### config.mk
export PLATFORM = sky130hd
export DESIGN_NAME = lfsr_stream_gen
export DESIGN_NICKNAME = d
export VERILOG_FILES = /design/src/rtl/lfsr_pkg.sv /design/src/rtl/lfsr_next_n.sv /design/src/rtl/lfsr_stream_gen.sv
export SDC_FILE = /design/constraint.sdc
export NUM_CORES = 1
export LEC_CHECK = 0
export BUFFER_PORTS_ARGS = -buffer_cell sky130_fd_sc_hd__buf_2
export CORE_MARGIN = 2
export CORE_UTILIZATION = 48
export CTS_CLUSTER_SIZE = 28
export DETAILED_ROUTE_END_ITERATION = 12
export MAX_ROUTING_LAYER = met4
export PLACE_DENSITY = 0.79
export SLEW_MARGIN = 20
export SYNTH_ARGS = -nofsm -noshare
export SYNTH_HDL_FRONTEND = slang
export SYNTH_SLANG_ARGS = --single-unit
### constraint.sdc
create_clock -name clk -period 1.5 [get_ports clk]
set_input_delay 0.375 -clock clk [delete_from_list [all_inputs] [get_ports clk]]
set_output_delay 0.375 -clock clk [all_outputs]
set_load 0.03 [all_outputs]
### src/rtl/lfsr_pkg.sv
// Shared types and the single-shift helper for the LFSR stream generator.
// The helper works on a 64-bit container so one function serves every WIDTH.
package lfsr_pkg;

  localparam int LFSR_MAX_W = 64;

  typedef enum logic [1:0] {
    IDLE = 2'd0,
    RUN  = 2'd1,
    HOLD = 2'd2
  } lfsr_state_e;

  // Bits at and above 'width' must be zero on entry; they stay zero on exit.
  function automatic logic [LFSR_MAX_W-1:0] lfsr_shift1(
    input logic [LFSR_MAX_W-1:0] state,
    input logic [LFSR_MAX_W-1:0] taps,
    input int                    width
  );
    logic [LFSR_MAX_W-1:0] r;
    logic                  fb;
    fb = ^(state & taps);
    r = state >> 1;
    r[width-1] = fb;
    return r;
  endfunction

endpackage

### src/rtl/lfsr_next_n.sv
// Combinational STEP-fold unrolling of the Fibonacci single shift.
module lfsr_next_n
  import lfsr_pkg::*;
#(
  parameter int              WIDTH = 20,
  parameter logic [WIDTH-1:0] TAPS = 20'h08881,
  parameter int              STEP  = 1
) (
  input  logic [WIDTH-1:0] state_i,
  output logic [WIDTH-1:0] state_o
);

  always_comb begin
    state_o = state_i;
    for (int i = 0; i < STEP; i++) begin
      state_o = WIDTH'(lfsr_shift1(LFSR_MAX_W'(state_o), LFSR_MAX_W'(TAPS), WIDTH));
    end
  end

endmodule

### src/rtl/lfsr_stream_gen.sv
// LFSR pseudo-random stream with seed load, hold, zero-seed guard and
// period-wrap detection. All outputs come straight from flops.
module lfsr_stream_gen
  import lfsr_pkg::*;
#(
  parameter int               WIDTH     = 20,
  parameter logic [WIDTH-1:0] TAPS      = 20'h08881,
  parameter int               STEP      = 1,
  parameter logic [WIDTH-1:0] SEED_INIT = WIDTH'(1)
) (
  input  logic             clk,
  input  logic             rst,
  input  logic             seed_valid,
  input  logic [WIDTH-1:0] seed,
  output logic             seed_ready,
  input  logic             hold,
  output logic             out_valid,
  input  logic             out_ready,
  output logic [WIDTH-1:0] out_data,
  output logic [WIDTH-1:0] step_cnt,
  output logic             wrap,
  output logic             zero_seed
);

  // A zero state would lock the LFSR, so zero seeds are replaced by 1.
  localparam logic [WIDTH-1:0] INIT_STATE = (SEED_INIT == '0) ? WIDTH'(1) : SEED_INIT;
  localparam lfsr_state_e      INIT_FSM   = (SEED_INIT == '0) ? IDLE : RUN;

  lfsr_state_e      fsm_q, fsm_d;
  logic             out_valid_q, out_valid_d;
  logic             seed_ready_q;
  logic [WIDTH-1:0] state_q, state_d;
  logic [WIDTH-1:0] seed_reg_q, seed_reg_d;
  logic [WIDTH-1:0] step_cnt_q, step_cnt_d;
  logic             wrap_q, wrap_d;
  logic             zero_seed_q, zero_seed_d;
  logic [WIDTH-1:0] state_adv;
  logic             seed_load;
  logic             xfer;

  // Handshakes: a beat moves only when valid and ready are both high at the
  // clock edge; valid never depends on ready, and a seed load wins over a
  // transfer in the same cycle (the transfer is dropped).
  assign seed_load = seed_valid & seed_ready_q;
  assign xfer      = out_valid_q & out_ready;

  lfsr_next_n #(
    .WIDTH (WIDTH),
    .TAPS  (TAPS),
    .STEP  (STEP)
  ) u_next (
    .state_i (state_q),
    .state_o (state_adv)
  );

  always_ff @(posedge clk) begin
    if (rst) begin
      fsm_q <= INIT_FSM;
    end else begin
      fsm_q <= fsm_d;
    end
  end

  always_comb begin
    fsm_d = fsm_q;
    case (fsm_q)
      IDLE:    fsm_d = IDLE;
      RUN:     if (hold) fsm_d = HOLD;
      HOLD:    if (!hold) fsm_d = RUN;
      default: fsm_d = IDLE;
    endcase
    if (seed_load) begin
      fsm_d = hold ? HOLD : RUN;
    end
  end

  always_comb begin
    out_valid_d = (fsm_d == RUN);
  end

  always_comb begin
    state_d     = state_q;
    seed_reg_d  = seed_reg_q;
    step_cnt_d  = step_cnt_q;
    wrap_d      = 1'b0;
    zero_seed_d = zero_seed_q;
    if (seed_load) begin
      state_d    = (seed == '0) ? WIDTH'(1) : seed;
      seed_reg_d = state_d;
      step_cnt_d = '0;
      if (seed == '0) zero_seed_d = 1'b1;
    end else if (xfer) begin
      state_d = state_adv;
      if (state_adv == seed_reg_q) begin
        step_cnt_d = '0;
        wrap_d     = 1'b1;
      end else begin
        step_cnt_d = step_cnt_q + WIDTH'(1);
      end
    end
  end

  always_ff @(posedge clk) begin
    if (rst) begin
      out_valid_q  <= (INIT_FSM == RUN);
      seed_ready_q <= 1'b0;
      state_q      <= INIT_STATE;
      seed_reg_q   <= INIT_STATE;
      step_cnt_q   <= '0;
      wrap_q       <= 1'b0;
      zero_seed_q  <= 1'b0;
    end else begin
      out_valid_q  <= out_valid_d;
      seed_ready_q <= 1'b1;
      state_q      <= state_d;
      seed_reg_q   <= seed_reg_d;
      step_cnt_q   <= step_cnt_d;
      wrap_q       <= wrap_d;
      zero_seed_q  <= zero_seed_d;
    end
  end

  assign seed_ready = seed_ready_q;
  assign out_valid  = out_valid_q;
  assign out_data   = state_q;
  assign step_cnt   = step_cnt_q;
  assign wrap       = wrap_q;
  assign zero_seed  = zero_seed_q;

endmodule

==> impl_results.md <==
* Die Y at 82.3 um
* Fin crit period at 1.56 ns
* Combinational power share at 17.0%
* Placeable Area at 5920 um2
* GRT Overall Usage at about a quarter
* Max Cap Viol at 0
* Crit Path Class: flip-flop to flip-flop
* # diodes at 0
* Critical Path Fanout Max at 18
* Total CTS buffers at 9
* Final hold vios at 0
* Post-synth top area cell: dfxtp_1
* Mapped Avg Cell Area at 8.63 um2
* Synth top area share at 44.9%
* CTS tree: built
* Clk pwr share at a little over a third
* Post-DP Area at 3730 um2
* Starting Density at just under 50%
* Hold Crit Class: input port to flip-flop
* Setup crit end kind: flip-flop
* Vias in the first global route at 2604
* Initial antenna violation count at 0
* Outcome: finished with violations
* DR iter-0 viols at 180
* Area delta synth->final at 36.1%
* First-pass GRT wire length at 11.9 mm
* Power Density at 984 nW/um2
* WP buf/inv at 1
* Remaining DRCs at 0
* Synth Warn # at 0
* Net Sw Frac at 28.5%
* Sequential Power Share at between 40% and 50%
* RD Place Congestion at 0.922
* Clock slew at reported path FFs at 0.07 ns
* CP top delay family: simple AND/OR/NAND/NOR gates
* Post-synth top cells: nand2_1 (69), dfxtp_1 (66), a21oi_1 (42), xor2_1 (36), nor2_1 (27)
* Worst path cell trace: xor2_2 -> nor4_4 -> nand3_2 -> o211ai_4 -> buf_12 -> nor2_1
* Vias per cell at 5.37
* Hpwl dp at 5.58 mm
* Distinct cells, synth at 29
* Violated checks: setup timing
* Total grt overflow at 0
* Layout cells sized above 1 at 40.1%
* IO buf count at 68
* Die Span X at 82.3 um
* Dpl cells at 513
* WL/cell at 14.4 um
* Vias post-DR at ~2.9k
* Hold WS at 0.301 ns
* Startpoint types: flip-flop
* Die area at 6780 um2
* Setup Skew at between 0.009 and 0.01 ns
* H-tree Lvls at 3
* Clk sinks at 66
* Required @ worst endpoint at 1.74 ns
* Finish-stage setup viols at 19
* Detailed Route WL at 7.64 mm
* Min setup slack post-route at -0.0618 ns
* Peak supply drop at 0.770 mV
* Internal power at 2.82 mW
* Slew Limit Fails at 0
* Finished Core Util at 67.7%
* Clock buffer depth at 2
* Finished layout cell area at between 4000 and 5000 um2
* Psw at 1.12 mW
* Crit-path max cell delay at 0.34 ns
* Register area share after synthesis at 44.9%
* Largest net degree at the start of global routing at 40
* Drt first pass iters at 4
* Rows at 28
* Nets at between 400 and 500
* Async S/R FF share, synth at 0%
* Hold-fix buffers, CTS at 0
* Main synth FF type: dfxtp_1
* Slew HR at 68.2%
* Post-route antenna net violation count at 0
* Worst path slowest cell: dfxtp_2
* Highest Clock Rate at 640 MHz
* Post-Layout Cell Count at between 500 and 600
* Seq cells post-synth at 66
* Unrepaired setup endpoints after global routing: true
* Worst slew pin tran at 0.472 ns
* I/O Pins at 69
* Count leader, synth: nand2_1
* Number of synthesized flops with an enable pin at 0
* Synth top area cells: dfxtp_1 (45%), xor2_1 (11%), nand2_1 (8.8%)
* Insertion delay to the later sink of the worst-skew pair at 0.35 ns
* Period utilisation layout at 104%
* Root buffer cell: clkbuf_8
* Worst EP arrival at 1.80 ns
* Leakage power at 1.85 nW
* Synthesized area at 2940 um2
* Syn Nets at 369
* Post-Syn Instances at 341
worst reg2reg max path: stages, from the launching register on:
cell and delay, ns:
dfxtp_2 0.34, xor2_2 0.19, nor4_4 0.31, nand3_2 0.16
o211ai_4 0.24, buf_12 0.17, nor2_1 0.06
registers in the layout (all words and copies together) (netlist names):
signal,count
zero_seed,1
step_cnt,20
out_valid,1
seed_reg_q,20
wrap,1
out_data,20
seed_ready,1
fsm_q,2
cell usage in the layout (no fill, tap or decap), types with 7 or more instances in the layout:
cell type and instances:
dfxtp_1 45, xor2_1 35, mux2_2 18, dfxtp_2 18
nor2_1 26, nand3_1 11, a21oi_1 42, nand2_1 69
clkbuf_8 9, nand4_1 7, buf_4 43, buf_2 68
nor4_1 7
power by group through the flow:
stage	clock [mW]	sequential [mW]	combinational [mW]
5_1_grt	1.46	1.89	0.724
3_5_place_dp	0	1.92	0.624
3_3_place_gp	0	1.92	0.612
4_1_cts	1.40	1.88	0.639
6_report	1.39	1.88	0.672
2_1_floorplan	0	1.99	0.289
cells by family after synthesis:
kind of cell / count (synthesis) / synth area share, %
buffers and inverters: 21 / 3.02
DFF: 66 / 44.9
xor gates and xnor gates: 42 / 13.2
muxes: 18 / 6.88
and+or+nand+nor: 139 / 20.9
AOI/OAI and AO/OA: 52 / 9.82
adders and majority gates: 3 / 1.28
cell type report:
cell class	count	area, um2
clock buffers	11	153
clock inverters	5	27.5
fillers	448	1910
inverters	4	15.0
multi-input cells	254	1620
flip-flops and latches	66	1360
well taps	75	93.8
repair buffers	116	746
worst paths after layout:
path	from	slack [ns]	depth (start not counted)	endpoint
worst max-delay path	seed_reg_q[13]$_SDFFE_PP0P_	-0.06	6	step_cnt[7]$_SDFFE_PP0N_
worst min-delay path	seed[6]	0.30	3	out_data[6]$_SDFFE_PP0P_
worst max register to register	seed_reg_q[13]$_SDFFE_PP0P_	-0.06	6	step_cnt[7]$_SDFFE_PP0N_
worst min register to register	seed_reg_q[8]$_SDFFE_PP0P_	0.47	2	seed_reg_q[8]$_SDFFE_PP0P_
stage by stage:
stage | setup WS, ns | power [mW] | TNS, ns
5_1_grt | -0.119 | 4.07 | -2.10
3_3_place_gp | -0.147 | 2.53 | -3.04
4_1_cts | -0.0968 | 3.92 | -1.58
2_1_floorplan | -0.100 | 2.28 | -0.999
3_5_place_dp | -0.192 | 2.54 | -3.65
6_report | -0.0618 | 3.94 | -0.947
timing repair:
action | in CTS | in global routing
setup buffers | 1 | 1
gates cloned | 0 | 0
pin swaps | 4 | 4
setup endpoints to repair | 21 | 21
resized for setup | 4 | 11
per-layer routing:
metal  share of wire (%)  GRT usage, %  vias up
met5                   0             -        -
met1                  44          29.8     1355
li1                    -             -     1375
met3                 6.1          4.35       18
met2                  48          38.1      102
met4                 2.1          11.0        0
No activity file was read; power rests on OpenSTA's default activity.
